--- src/rtl/cro_puf_pkg.sv ---
// Shared types and constants for the CRO PUF measurement engine.
// CRO_PUF_VOTE_EN selects the three-round majority-vote build.
package cro_puf_pkg;

  typedef enum logic [2:0] {
    S_IDLE,
    S_ARM,
    S_COUNT,
    S_STOP,
    S_CMP,
    S_DONE
  } state_t;

  localparam int NUM_VOTES   = 3;
  localparam int VOTE_THRESH = 2;

  // Cycles from the accepting edge to resp_valid going high.
  function automatic int puf_latency(int sync_stages, int window, int num_ro);
`ifdef CRO_PUF_VOTE_EN
    return NUM_VOTES * (sync_stages + 2 + window + num_ro / 2) - 1;
`else
    return sync_stages + 2 + window + num_ro / 2;
`endif
  endfunction

endpackage

--- src/rtl/ro_edge_counter.sv ---
// One CRO input: synchroniser, rising-edge detector and saturating edge counter.
module ro_edge_counter #(
  parameter int SYNC_STAGES = 2,
  parameter int CNT_W       = 16
) (
  input  logic             clk,
  input  logic             rst,
  input  logic             ro_in,
  input  logic             clear,
  input  logic             cnt_en,
  output logic [CNT_W-1:0] count,
  output logic             sat
);

  logic [SYNC_STAGES-1:0] sync_q;
  logic                   prev_q;
  logic                   rise;

  assign rise = sync_q[SYNC_STAGES-1] & ~prev_q;
  assign sat  = &count;

  always_ff @(posedge clk) begin
    if (rst) begin
      sync_q <= '0;
      prev_q <= 1'b0;
      count  <= '0;
    end else begin
      sync_q <= {sync_q[SYNC_STAGES-2:0], ro_in};
      prev_q <= sync_q[SYNC_STAGES-1];
      if (clear)
        count <= '0;
      else if (cnt_en && rise && !sat)
        count <= count + 1'b1;
    end
  end

endmodule

--- src/rtl/cro_puf_core.sv ---
// CRO bank measurement engine: arm, count over a fixed window, compare pairs 2k/2k+1.
// Define CRO_PUF_VOTE_EN for three measurement rounds with a per-pair majority vote.
module cro_puf_core
  import cro_puf_pkg::*;
#(
  parameter int NUM_RO      = 8,
  parameter int CFG_W       = 3,
  parameter int CNT_W       = 16,
  parameter int WINDOW      = 256,
  parameter int SYNC_STAGES = 2
) (
  input  logic                  clk,
  input  logic                  rst,
  input  logic                  start,
  output logic                  ready,
  input  logic [CFG_W-1:0]      challenge_cfg,
  output logic                  ro_en,
  output logic [CFG_W-1:0]      ro_cfg,
  input  logic [NUM_RO-1:0]     ro_in,
  output logic                  resp_valid,
  input  logic                  resp_ready,
  output logic [NUM_RO/2-1:0]   response,
  output logic [NUM_RO/2-1:0]   tie,
  output logic                  sat
);

  localparam int NPAIR = NUM_RO / 2;
  localparam int PW    = (NPAIR > 1) ? $clog2(NPAIR) : 1;
  localparam int TW    = $clog2(WINDOW + SYNC_STAGES + 1);

  state_t                       state;
  logic [TW-1:0]                timer;
  logic [PW-1:0]                pair;
  logic [NUM_RO-1:0][CNT_W-1:0] count;
  logic [NUM_RO-1:0]            cnt_sat;
  logic                         clear, cnt_en, gt, eq, last_pair;

  assign clear     = (state == S_ARM);
  assign cnt_en    = (state == S_COUNT);
  assign last_pair = (pair == PW'(NPAIR - 1));

  for (genvar g = 0; g < NUM_RO; g++) begin : g_ro
    ro_edge_counter #(.SYNC_STAGES(SYNC_STAGES), .CNT_W(CNT_W)) u_cnt (
      .clk    (clk),
      .rst    (rst),
      .ro_in  (ro_in[g]),
      .clear  (clear),
      .cnt_en (cnt_en),
      .count  (count[g]),
      .sat    (cnt_sat[g])
    );
  end

  // One comparator shared across pairs, steered by the CMP pair index.
  always_comb begin
    gt = 1'b0;
    eq = 1'b0;
    for (int k = 0; k < NPAIR; k++)
      if (pair == PW'(k)) begin
        gt = count[2*k] > count[2*k+1];
        eq = count[2*k] == count[2*k+1];
      end
  end

`ifdef CRO_PUF_VOTE_EN
  logic [1:0]            round;
  logic [NPAIR-1:0][1:0] votes;
  logic [1:0]            vote_sum;
  logic                  last_round;

  assign last_round = (round == 2'(NUM_VOTES - 1));

  always_comb begin
    vote_sum = '0;
    for (int k = 0; k < NPAIR; k++)
      if (pair == PW'(k)) vote_sum = votes[k] + {1'b0, gt};
  end
`endif

  always_ff @(posedge clk) begin
    if (rst) begin
      state      <= S_IDLE;
      ready      <= 1'b1;
      ro_en      <= 1'b0;
      ro_cfg     <= '0;
      resp_valid <= 1'b0;
      response   <= '0;
      tie        <= '0;
      sat        <= 1'b0;
      timer      <= '0;
      pair       <= '0;
`ifdef CRO_PUF_VOTE_EN
      round      <= '0;
      votes      <= '0;
`endif
    end else begin
      case (state)
        S_IDLE: if (start) begin
          state  <= S_ARM;
          ready  <= 1'b0;
          ro_en  <= 1'b1;
          ro_cfg <= challenge_cfg;
          sat    <= 1'b0;
          timer  <= '0;
`ifdef CRO_PUF_VOTE_EN
          round  <= '0;
          votes  <= '0;
`endif
        end
        S_ARM: begin
          if (timer == TW'(SYNC_STAGES)) begin
            state <= S_COUNT;
            timer <= '0;
          end else begin
            timer <= timer + 1'b1;
          end
        end
        S_COUNT: begin
          if (timer == TW'(WINDOW - 1)) begin
            ro_en <= 1'b0;
            pair  <= '0;
            timer <= '0;
`ifdef CRO_PUF_VOTE_EN
            // The final round goes straight to CMP; counters freeze outside COUNT anyway.
            state <= last_round ? S_CMP : S_STOP;
`else
            state <= S_STOP;
`endif
          end else begin
            timer <= timer + 1'b1;
          end
        end
        S_STOP: begin
          state <= S_CMP;
          pair  <= '0;
        end
        S_CMP: begin
          sat <= sat | (|cnt_sat);
          for (int k = 0; k < NPAIR; k++)
            if (pair == PW'(k)) begin
`ifdef CRO_PUF_VOTE_EN
              votes[k] <= vote_sum;
              tie[k]   <= (round == 2'd0) ? eq : (tie[k] | eq);
              if (last_round) response[k] <= (vote_sum >= 2'(VOTE_THRESH));
`else
              response[k] <= gt;
              tie[k]      <= eq;
`endif
            end
          if (last_pair) begin
`ifdef CRO_PUF_VOTE_EN
            if (last_round) begin
              state      <= S_DONE;
              resp_valid <= 1'b1;
            end else begin
              state <= S_ARM;
              ro_en <= 1'b1;
              round <= round + 1'b1;
              timer <= '0;
            end
`else
            state      <= S_DONE;
            resp_valid <= 1'b1;
`endif
          end else begin
            pair <= pair + 1'b1;
          end
        end
        S_DONE: if (resp_ready) begin
          state      <= S_IDLE;
          resp_valid <= 1'b0;
          ready      <= 1'b1;
        end
        default: state <= S_IDLE;
      endcase
    end
  end

endmodule

--- config.mk ---
export PLATFORM = sky130hd
export DESIGN_NAME = cro_puf_core
export DESIGN_NICKNAME = d
export VERILOG_FILES = /design/src/rtl/cro_puf_pkg.sv /design/src/rtl/ro_edge_counter.sv /design/src/rtl/cro_puf_core.sv
export SDC_FILE = /design/constraint.sdc
export NUM_CORES = 1
export LEC_CHECK = 0
export ABC_AREA = 1
export BUFFER_PORTS_ARGS = -buffer_cell sky130_fd_sc_hd__buf_2
export CORE_MARGIN = 4
export CORE_UTILIZATION = 32
export CTS_BUF_LIST = sky130_fd_sc_hd__clkbuf_8
export CTS_CLUSTER_DIAMETER = 80
export CTS_CLUSTER_SIZE = 10
export DETAILED_ROUTE_END_ITERATION = 12
export GPL_TIMING_DRIVEN = 1
export PLACE_DENSITY_LB_ADDON = 0.3
export SLEW_MARGIN = 20
export SYNTH_ARGS = -nofsm -noshare
export SYNTH_HDL_FRONTEND = slang
export SYNTH_SLANG_ARGS = --single-unit
--- constraint.sdc ---
create_clock -name clk -period 2.1 [get_ports clk]
set_clock_uncertainty 0.05 [all_clocks]
set_input_delay 0.315 -clock clk [delete_from_list [all_inputs] [get_ports clk]]
set_output_delay 0.315 -clock clk [all_outputs]
set_load 0.02 [all_outputs]
# == Yosys cells after proc, flatten, opt, wreduce, memory -nomap -nowiden ==
# Cells that the tools add are included.
# classes
add_sub_neg,10
multipliers,0
div,0
magnitude_cmp,4
n_eq_ne,20
shift,0
n_mux,29
bitwise_logic,17
reduce_logical,54
# ops
op,n
16-bit by 1-bit adder with 16-bit output (second input constant),8
16-bit AND reduction,8
16-bit == test,4
16-bit > comparator,4
9-bit 2-to-1 mux,3
9-bit case mux with 3 select lines,1
3-bit case mux with 6 select lines,1
1-bit logical AND,16
3-bit 2-to-1 mux,5
2-bit AND reduction,7
1-bit 2-to-1 mux,12
3-bit AND reduction,4
2-bit inequality test (second input constant),5
9-bit by 1-bit adder with 9-bit output (second input constant),1
9-bit by 2-bit == test with 1-bit output (second input constant),1
9-bit by 8-bit == test with 1-bit output (second input constant),1
1-bit bitwise AND,8
1-bit logical NOT,8
1-bit NOT,8
1-bit case mux with 2 select lines,4
2-bit nonzero test,4
8-bit OR reduction,1
3-bit by 2-bit == test with 1-bit output (second input constant),2
3-bit == test (second input constant),2
other kinds (13),16
# word_totals
ff_bits,181
latchBits,0
ramBits,0
romBits,0
output_inout_bits,15
word_cells,174
n_memories,0

# == Longest topological paths before layout ==
# Gate-level depths: netlist of the first run.
# depth
depth_word,4
ltp_mapped,19
ltp_nobuf,19

# == Modules after synthesis ==
# From an unflattened synthesis of the first run, not the netlist that was laid out.
# unflattened
hier_cells,1757
area_unflattened_um2,11632.4
# modules_own_cells
module,instances,cells_each,area_each_um2,seq_area_each_um2
ro_edge_counter (g_ro[0].u_cnt ...),7,160,1054.8,380.4
cro_puf_core,1,477,3165.5,580.6
ro_edge_counter (g_ro[7].u_cnt),1,160,1083.5,380.4

# == Worst setup path before layout of the first run ==
# No wires, ideal clock.
# synth_timing
kind,reg2reg
start,register timer[1]
end,register timer[3]
t_arrival_ns,1.870
required_ns,1.935
setup_slack_ns,0.065
stages_incl_launch_ff,18
path_buffers,0
period_less_slack_ns,2.035
path_cell_list,dfxtp_1 > ha_1 > nand2_1 > nor2_1 > inv_1 > nor2_1 > inv_1 > nor2_1 > nand2_1 > inv_1 > ha_1 > nor2_1 > nor2_2 > inv_1 > o21ai_1 > a21oi_1 > o21ai_0 > inv_1
# synth_between
elab_chain_cells,3
elab_cells_between_ends,6
classes_between,1 x add/sub; 2 x eq/ne; 3 x mux
# synth_lines
item,line_no,rtl
start: declaration,cro_puf_core.sv:32,logic [TW-1:0] timer;
start signal: assignment,cro_puf_core.sv:115,timer <= timer + 1'b1;
start signal: assignment,cro_puf_core.sv:130,timer <= timer + 1'b1;
"9-bit by 1-bit adder with 9-bit output, or another cell as far along","cro_puf_core.sv:115, cro_puf_core.sv:130",
"9-bit 2-to-1 mux, on equally long branches","cro_puf_core.sv:119, cro_puf_core.sv:111",
9-bit case mux with 3 select lines *,cro_puf_core.sv:97,case (state)
# Mark *: on every way between the ends. The rest lies on a longest branch, timed or not.
# A chain may end at the register's enable or synchronous reset.

# == Worst setup path after layout of the first run ==
# layout_timing
start,register timer[1]
end,register timer[6]
# The elaborated chain is that of the path after synthesis.

==> impl_metrics.toml, run 1 <==
[status]
status = "completed"

[place]
port_buffers = 29
gp_congestion = 0.850
pre_cts_slack_ns = -0.0173
place_area_sq_um = 11300
hpwlAfterDp_microns = 18900
dpl.cell_count = 1924

[cells_and_area]
final_common_cell = "nand2_1"
final_cell_mix = "nand2_1 (275), inv_1 (217), dfxtp_1 (160), a21oi_1 (138), nor2_1 (132)"
finalNonFillerCells = 1981
fin_nets = 1662
syn2layout_area_growth_pct = 18.5
finalInstanceArea_sq_um = 12300
num_antenna_cells = 0
drive_gt1_frac = 0.161

[yosys]
syn_area_sq_um = 10400
synth_largest_area_cell = "dfxtp_1"
synth_area_leaders = "dfxtp_1 (35%), nand2_1 (10%), ha_1 (9.7%)"
synth-main-ff-cell = "dfxtp_1"
synth.distinct_cells = 47
yosysTopAreaCellShare = 0.350
synthCells = 1464
ys_seq_area_frac = 0.350
async_reset_ff_frac = 0
synth.avg_cell_area_sq_um = 7.08
synth_edf_count = 0
synth_seq_cells = 181
ys_warn_count = 0
synthesis.nets = 1559

[route]
drc = 0
vias = 9484
first_iter_violations = 503
vias_per_cell = 4.79
drtPass1Iterations = 5
ant_nets = 0
wl_microns = 25100
wl_per_cell_microns = 12.7

[floorplan]
rows = 65
fp.coreArea_sq_um = 31700
die_area_sq_um = 35300
die_h_microns = 188
start_util = 0.327
pin_count = 30
die_w_microns = 188

[grt]
grtUsageMet1 = 0.186
use_met3 = 0.0212
met2_usage = 0.244
grt_max_degree = 46
antenna_found_initial = 0
grt-busiest-layer = "met2"
gr-total-overflow = 0
grt_usage = 0.142
grt_pass1_wl_microns = 42500
grt_pass1_vias = 8976

[critical_path]
end_kind = "flop"
cpMaxStageDelayCell = "dfxtp_2"
rrSetupSlack_ns = 0.08
critPathMostFrequentCell = "nor2_1"
required_ns = 2.44
crit_cells = 16
crit_end = "timer[6]$_SDFFE_PP0P_"
worst-path-max-fanout = 4
cp_num_buf_inv = 5
slowest_delay_ns = 0.37
worstPathArrival_ns = 2.36
reg2reg_from = "timer[1]$_SDFFE_PP0P_"
rr_worst_depth = 16
r2r-end = "timer[6]$_SDFFE_PP0P_"
cp_cell_sequence = "ha_4 > nand2_2 > nor2_1 > inv_1 > nor2_1 > inv_1 > nor2_2 > nand2_2 > inv_2 > ha_4 > nor2_4 > nor2_4 > inv_2 > o21ai_4 > buf_4 > nor2_1"
worst_setup_path_start_kind = "flop"
crit_family = "simple AND/OR/NAND/NOR gates"
critPathLaunch = "timer[1]$_SDFFE_PP0P_"
path_class = "flop to flop"

[timing]
period_minus_slack_ns = 2.02
setup_tns_ns = 0
setup_violations = 0
report.final.hold_viol_count = 0
timing.fmax_mhz = 494
tightest_slew_ns = 0.504
maxSlewHeadroom = 0.661
fin_ws_ns = 0.0774
fin_crit_sh = 0.963
whs_ns = 0.0475
grt_setup_unrepaired = "yes"
final_max_slew_viol_count = 0

[cts]
tritoncts = "done"
ctsLongestPathBuffers = 2
htreeDepth = 4
cts_root_buf = "clkbuf_8"
cts.clk_slew.worst_paths_ns = 0.10
numCtsBuffers = 17
cts_num_sinks = 181
worstSkewPairLatency_ns = 0.49

[power_and_ir_drop]
ir_drop_uv = 556
leakage_nw = 4.88
powerDensity_nw_per_um2 = 640

[run]
drv_cap = 0

[hold_path]
hold_path_class = "input port to flop"
## power breakdown
group	switching, W	internal (W)	leakage, nW	total, W
clock	0.00136	0.00134	0.222	0.00270
combinational	0.00101	0.000539	3.18	0.00155
sequential	0.0000785	0.00353	1.47	0.00361
total	0.00244	0.00542	4.88	0.00786
## layout make-up
class	instances	area (sq um)
inverters	240	913
clock inverters	13	196
well taps	402	503
repair buffers	107	787
fillers	3301	19400
multi-input cells	1020	5980
flip-flops and latches	181	3650
clock buffers	18	248
## cell usage after synthesis (2+ instances only)
master and number:
clkbuf_1 12, xor2_1 24, inv_1 226, nor2_2 2, nand2_1 284, inv_2 10, a31oi_1 3, nand2_2 5
ha_1 80, o21a_1 16, nor3_2 8, nand2_4 6, and3_1 4, nor3b_1 5, o211ai_1 3, nand3_1 67
nor3_1 44, inv_6 2, o21ai_0 84, a211oi_1 7, nand3_2 4, dfxtp_1 181, a21o_1 3, xnor2_1 5
nor3_4 4, o21ai_1 2, nor2_1 137, nand3b_1 3, nand4_1 35, nor4_1 19, buf_2 9, nor2_4 11
a21oi_1 145
## tightest hold or removal path, stage by stage
cell     delay (ns)
buf_2          0.09
nand2_1        0.08
nand3_1        0.08
## metrics by stage
step	utilization	total power, W
after detailed placement	0.357	0.00509
after CTS	0.374	0.00783
after global routing	0.387	0.00827
after global placement	0.357	0.00507
final	0.387	0.00786
after floorplan	-	0.00463
## layer usage
layer,wire (microns),vias to the layer above,part of all wire
li1,-,5024,-
met1,12200,4322,0.49
met4,270,0,0.011
met2,11800,120,0.47
met3,825,18,0.033
met5,0,-,0
## flip-flops by register name (all words and copies together), names as in the netlist, 3 cells and up
name,cells
g_ro.u_cnt.count,128
g_ro.u_cnt.sync_q,16
timer,9
g_ro.u_cnt.prev_q,8
response,4
tie,4
ro_cfg,3
state,3
## cell families after synthesis
| kind of cell | count (synthesis) | synth area share |
|---|---|---|
| and+or+nand+nor | 641 | 0.291 |
| DFF | 181 | 0.350 |
| buffers and inverters | 263 | 0.0982 |
| adders and majority gates | 80 | 0.0965 |
| AOI/OAI and AO/OA | 270 | 0.140 |
| xor gates and xnor gates | 29 | 0.0245 |
## worst min path at each step
stage / start / endpoint / slack [ns] / cells past startpoint
2_1_floorplan: g_ro[0].u_cnt.sync_q[0]$_SDFF_PP0_ / g_ro[0].u_cnt.sync_q[1]$_SDFF_PP0_ / 0.34 / 2
3_3_place_gp: g_ro[1].u_cnt.sync_q[0]$_SDFF_PP0_ / g_ro[1].u_cnt.sync_q[1]$_SDFF_PP0_ / 0.35 / 2
6_report: resp_ready / ready$_SDFFE_PP1P_ / 0.05 / 3
4_1_cts: resp_ready / ready$_SDFFE_PP1P_ / 0.01 / 3
5_1_grt: resp_ready / ready$_SDFFE_PP1P_ / 0.05 / 3
3_5_place_dp: g_ro[1].u_cnt.sync_q[0]$_SDFF_PP0_ / g_ro[1].u_cnt.sync_q[1]$_SDFF_PP0_ / 0.35 / 2
## what timing repair did
action / in CTS / in global routing
pin swaps: 0 / 19
setup endpoints to repair: 2 / 33
setup buffers: 0 / 15
hold endpoints to repair: 11 / 0
gates resized for setup: 1 / 82
cloned: 0 / 0
hold buffers: 11 / 0
(Power assumes the default switching activity.)
==> run 2, diff against run 1 <==
Settings changed: SYNTH_HIERARCHICAL set to 1.
==> run 2 against run 1 <==
Against the previous run:
- cell count up 18%
- clock-buffer cell count down 1
- die area up 12%
- register-to-register slack about the same
- non-clock buffer count down 1
- maximum frequency down 0.52%
- largest power group unchanged
- clock power down 13%
==> impl_metrics.toml, run 2 <==
[cells_and_area]
largest_reg_flops = 128
num_antenna_cells = 0
fin_nets = 1951
fill_cells = 3838
utilization = 0.375
largest_register = "g_ro.u_cnt/count"
finalNonFillerCells = 2330
top_regs = "g_ro.u_cnt/count (128), g_ro.u_cnt/sync_q (16), timer (9)"
syn2layout_area_growth_pct = 15.1
regArea_sq_um = 3670
drive_gt1_frac = 0.171
final_cell_mix = "nand2_1 (416), nor2_1 (329), inv_1 (213), dfxtp_1 (154), nand3_1 (128)"
multi_input_area_sq_um = 7160
final_common_cell = "nand2_1"

[floorplan]
fp.coreArea_sq_um = 35700
rows = 69
die_area_sq_um = 39500
start_util = 0.325
die_w_microns = 199
die_h_microns = 199
pin_count = 30

[cts]
numCtsBuffers = 17
htreeDepth = 4
ctsLongestPathBuffers = 2
worstSkewPairLatency_ns = 0.48
tritoncts = "done"
cts.clk_slew.worst_paths_ns = 0.11
cts_root_buf = "clkbuf_8"
cts_num_sinks = 181

[route]
vias = 10900
drc = 0
wl_microns = 27400
wl_per_cell_microns = 11.7
ant_nets = 0
drtPass1Iterations = 6
first_iter_violations = 531
vias_per_cell = 4.67

[yosys]
synth_largest_area_cell = "dfxtp_1"
synth_area_leaders = "dfxtp_1 (31%), nand2_1 (14%), nor2_1 (11%)"
syn_area_sq_um = 11600
synth-main-ff-cell = "dfxtp_1"
ys_seq_area_frac = 0.311
yosysMostFrequentCell = "nand2_1"
synth_edf_count = 0
ys_warn_count = 6
async_reset_ff_frac = 0
synthCells = 1757
synth.avg_cell_area_sq_um = 6.62
synthesis.nets = 1852
synth.distinct_cells = 40
yosysTopAreaCellShare = 0.311
synthTopCellsByCount = "nand2_1 (422), nor2_1 (341), inv_1 (217)"
synth_seq_cells = 181

[place]
dpl.cell_count = 2279
port_buffers = 29
hpwlAfterDp_microns = 20600
pre_cts_slack_ns = -0.0378
gp_congestion = 0.869

[critical_path]
worst_setup_path_start_kind = "flop"
required_ns = 2.46
worstPathArrival_ns = 2.40
worst-path-max-fanout = 3
path_class = "flop to flop"
rrSetupSlack_ns = 0.07
end_kind = "flop"

[timing]
setup_violations = 0
whs_ns = 0.0317
final_max_slew_viol_count = 0
setup_tns_ns = 0
period_minus_slack_ns = 2.03
maxSlewHeadroom = 0.533
fin_crit_sh = 0.968
grt_setup_unrepaired = "yes"
timing.fmax_mhz = 492
tightest_slew_ns = 0.700
fin_ws_ns = 0.0669
report.final.hold_viol_count = 0

[grt]
antenna_found_initial = 0
grt_pass1_wl_microns = 46300
grt_pass1_vias = 9949
gr-total-overflow = 0
grt_usage = 0.139
grt_max_degree = 21

[power_and_ir_drop]
leakage_nw = 5.33
ir_drop_uv = 429
powerDensity_nw_per_um2 = 571

[hold_path]
hold_path_class = "input port to flop"

[status]
status = "completed"

[run]
drv_cap = 0
-- run 2: per-layer routing --
metal / global-route usage / share of wire / wire length [microns]
met5: 0 / 0 / 0
met3: 0.0215 / 0.025 / 673
met4: 0.0375 / 0.014 / 391
met1: 0.188 / 0.49 / 13500
met2: 0.232 / 0.47 / 12800
-- run 2: timing repair --
action                                  4_1_cts  5_1_grt
pin swaps                                     0       15
hold buffers                                 10        0
setup buffers                                 0       10
resized for setup                             3       81
endpoints found under the hold margin        10        0
endpoints found under the setup margin       10       98
-- run 2: cells by family (layout without fill, tap and decap cells) --
family	count (synthesis)	after routing	share of synthesized area
AND/OR/NAND/NOR	1074	1074	0.431
flip-flops	181	181	0.311
AO/OA/AOI/OAI	173	173	0.0791
XOR/XNOR	2	2	0.00151
buffers and inverters	247	359	0.0911
adder cells (fa/ha/maj)	80	80	0.0860
-- run 2: final timing paths --
| check | start | to | depth (start not counted) |
|---|---|---|---|
| setup / recovery | timer[0]$_SDFFE_PP0P_ | state[0]$_SDFFE_PP0P_ | 14 |
| hold / removal | ro_in[1] | g_ro[1].u_cnt/sync_q[0]$_SDFF_PP0_ | 3 |
| setup reg to reg | timer[0]$_SDFFE_PP0P_ | state[0]$_SDFFE_PP0P_ | 14 |
| hold reg to reg | g_ro[6].u_cnt/sync_q[0]$_SDFF_PP0_ | g_ro[6].u_cnt/sync_q[1]$_SDFF_PP0_ | 2 |
-- run 2: final cells by class --
cell class,count,area share
Inverter,221,0.0627
Sequential cell,181,0.274
Multi-Input combinational cell,1329,0.535
Tap cell,461,0.0431
Clock buffer,17,0.0175
Timing Repair Buffer,106,0.0571
Clock inverter,15,0.0102
-- run 2: stage by stage --
step           cell area [sq um]  power (W)
6_report                   13400    0.00764
5_1_grt                    13400    0.00809
3_3_place_gp               12600    0.00520
2_1_floorplan              11600    0.00476
4_1_cts                    13100    0.00764
3_5_place_dp               12600    0.00523
-- run 2: power breakdown --
| group | switching [W] | internal (W) |
|---|---|---|
| clock | 0.00147 | 0.000874 |
| sequential | 0.000125 | 0.00354 |
| combinational | 0.00108 | 0.000554 |
| total | 0.00268 | 0.00497 |
-- run 2: critical path, stage by stage, from the launching register on --
cell and delay, ns:
dfxtp_2 0.37, ha_4 0.14, inv_4 0.04, nor3_4 0.20, nand3_2 0.13, nor3_4 0.20, ha_2 0.21, inv_2 0.04
nand2_2 0.08, nand2_4 0.08, inv_4 0.09, nand2_4 0.06, inv_4 0.09, o21ai_2 0.05, a21oi_1 0.13
==> run 3, diff against run 2 <==
Settings changed: REMOVE_ABC_BUFFERS set to 1.
Clock period 2.1 ns to 1.8 ns, I/O delays scaled along.
==> run 3 against run 2 <==
Against the previous run:
- wire length grew 7.8%
- sequential power grew 17%
- total power grew 26%
- critical endpoint unchanged
- die area is the same
- cell area grew 14%
- worst setup slack lost 0.21 ns
- sequential share of layout area shrank 3.3 points
- maximum frequency grew 4.5%
- global-route usage grew 0.80 points
- the run now ends with setup timing left
- utilization grew 5.1 points
==> impl_metrics.toml, run 3 (synthesized netlist as in run 2, its figures left out) <==
[cells_and_area]
top_regs = "g_ro.u_cnt/count (128), g_ro.u_cnt/sync_q (16), timer (9)"
finalNonFillerCells = 2472
final_common_cell = "nand2_1"
syn2layout_area_growth_pct = 30.8
largest_reg_flops = 128
final_cell_mix = "nand2_1 (386), nor2_1 (297), inv_1 (204), buf_4 (183), dfxtp_1 (149)"
num_antenna_cells = 0
fin_nets = 2093
largest_register = "g_ro.u_cnt/count"
drive_gt1_frac = 0.285
finalInstanceArea_sq_um = 15200

[floorplan]
die_h_microns = 199
die_w_microns = 199
rows = 69
start_util = 0.325
fp.coreArea_sq_um = 35700
pin_count = 30
die_area_sq_um = 39500

[power_and_ir_drop]
ir_drop_uv = 472
clock_power_share = 0.282
swShare = 0.342
p_int_w = 0.00632
powerDensity_nw_per_um2 = 631
seqPwrFrac = 0.446
power_w = 0.00960
switchingPower_w = 0.00328
pwr-share-comb = 0.272
leakage_nw = 6.27

[place]
port_buffers = 29
dpl.cell_count = 2387
hpwlAfterDp_microns = 21500
gp_congestion = 0.842
place_area_sq_um = 13400

[route]
vias_per_cell = 4.64
drtPass1Iterations = 6
first_iter_violations = 531
ant_nets = 0
vias = 11500
drc = 0
wl_per_cell_microns = 11.9
wl_microns = 29500

[timing]
report.final.hold_viol_count = 0
final_max_slew_viol_count = 0
fin_crit_sh = 1.08
fin_ws_ns = -0.146
setup_violations = 17
whs_ns = 0.0857
tightest_slew_ns = 0.742
setup_tns_ns = -1.41
maxSlewHeadroom = 0.505
grt_setup_unrepaired = "yes"
period_minus_slack_ns = 1.95
timing.fmax_mhz = 514

[critical_path]
worst_setup_path_start_kind = "flop"
worstPathArrival_ns = 2.26
slowest_delay_ns = 0.37
critPathMostFrequentCell = "nand2_4"
worst-path-max-fanout = 3
path_class = "flop to flop"
rr_worst_depth = 14
r2r-end = "state[0]$_SDFFE_PP0P_"
rrSetupSlack_ns = -0.15
required_ns = 2.11
cpMaxStageDelayCell = "dfxtp_2"
reg2reg_from = "timer[0]$_SDFFE_PP0P_"
end_kind = "flop"
cp_cell_sequence = "ha_4 > inv_2 > nor3_4 > nand3_2 > nor3_4 > ha_2 > inv_2 > nand2_4 > nand2_4 > inv_4 > nand2_4 > inv_4 > buf_4 > a21oi_2"

[grt]
antenna_found_initial = 0
grt_pass1_wl_microns = 48400
grt_max_degree = 21
use_met3 = 0.0232
met2_usage = 0.252
gr-total-overflow = 0
grt_pass1_vias = 10500
grt_usage = 0.147
grtUsageMet1 = 0.195
grt-busiest-layer = "met2"

[cts]
cts_num_sinks = 181
numCtsBuffers = 17
tritoncts = "done"
cts_root_buf = "clkbuf_8"
htreeDepth = 4
ctsLongestPathBuffers = 2
cts.clk_slew.worst_paths_ns = 0.10
worstSkewPairLatency_ns = 0.47

[hold_path]
min-delay-start = "challenge_cfg[0]"
whs_endpoint = "ro_cfg[0]$_SDFFE_PP0P_"
min_path_cells = 3
hold_path_class = "input port to flop"

[run]
drv_cap = 0

[status]
violations = "setup timing"
status = "finished with violations"
[run 3: power groups by stage]
| stage | combinational (W) | sequential (W) | clock [W] |
|---|---|---|---|
| after global routing | 0.00285 | 0.00429 | 0.00299 |
| final | 0.00261 | 0.00428 | 0.00271 |
| after floorplan | 0.00112 | 0.00437 | 0 |
| after CTS | 0.00218 | 0.00427 | 0.00285 |
| after detailed placement | 0.00189 | 0.00435 | 0 |
| after global placement | 0.00187 | 0.00434 | 0 |
[run 3: worst max path at each step]
stage                                         startpoint                  endpoint  slack (ns)  cells past startpoint
floorplan                          state[1]$_SDFFE_PP0P_     timer[7]$_SDFFE_PP0P_       -0.40                     10
global placement    g_ro[3].u_cnt/count[10]$_SDFFE_PP0P_  response[1]$_SDFFE_PP0P_       -0.26                     16
detailed placement                 timer[0]$_SDFFE_PP0P_     state[0]$_SDFFE_PP0P_       -0.39                     14
CTS                                timer[0]$_SDFFE_PP0P_     state[0]$_SDFFE_PP0P_       -0.18                     14
global route        g_ro[7].u_cnt/count[15]$_SDFFE_PP0P_  response[1]$_SDFFE_PP0P_       -0.29                     12
finish                             timer[0]$_SDFFE_PP0P_     state[0]$_SDFFE_PP0P_       -0.15                     14
[run 3: area by class of cell]
| type | count | area, sq um |
|---|---|---|
| multi-input combinational | 1329 | 7810 |
| fill | 3700 | 20500 |
| inverter | 221 | 835 |
| timing repair buffer | 248 | 1970 |
| sequential | 181 | 3670 |
| tap | 461 | 577 |
| clock inverter | 15 | 131 |
| clock buffer | 17 | 234 |
[run 3: routing by layer]
layer,share of wire,vias up,wire (microns)
met1,0.48,5187,14300
li1,-,6098,-
met5,0,-,0
met3,0.028,31,827
met2,0.48,158,14000
met4,0.014,0,401
[run 3: critical path: cells and delay by family, from the launching register on]
family	cells	cell delay, ns
compound gates	1	0.04
buf+inv	5	0.38
fa+ha+maj	2	0.35
simple gates	6	0.64
flops	1	0.37
[run 3: per-stage QoR]
| step | util | setup slack (ns) |
|---|---|---|
| after floorplan | - | -0.402 |
| after CTS | 0.399 | -0.180 |
| after global placement | 0.375 | -0.263 |
| after global routing | 0.426 | -0.292 |
| final | 0.426 | -0.146 |
| after detailed placement | 0.375 | -0.393 |
[run 3: timing repair]
| action | CTS | global route |
|---|---|---|
| hold buffers | 10 | 0 |
| gates resized for setup | 89 | 180 |
| hold endpoints to repair | 10 | 0 |
| pin swaps | 28 | 99 |
| setup endpoints to repair | 142 | 117 |
| setup buffers | 8 | 37 |
| cloned | 1 | 0 |
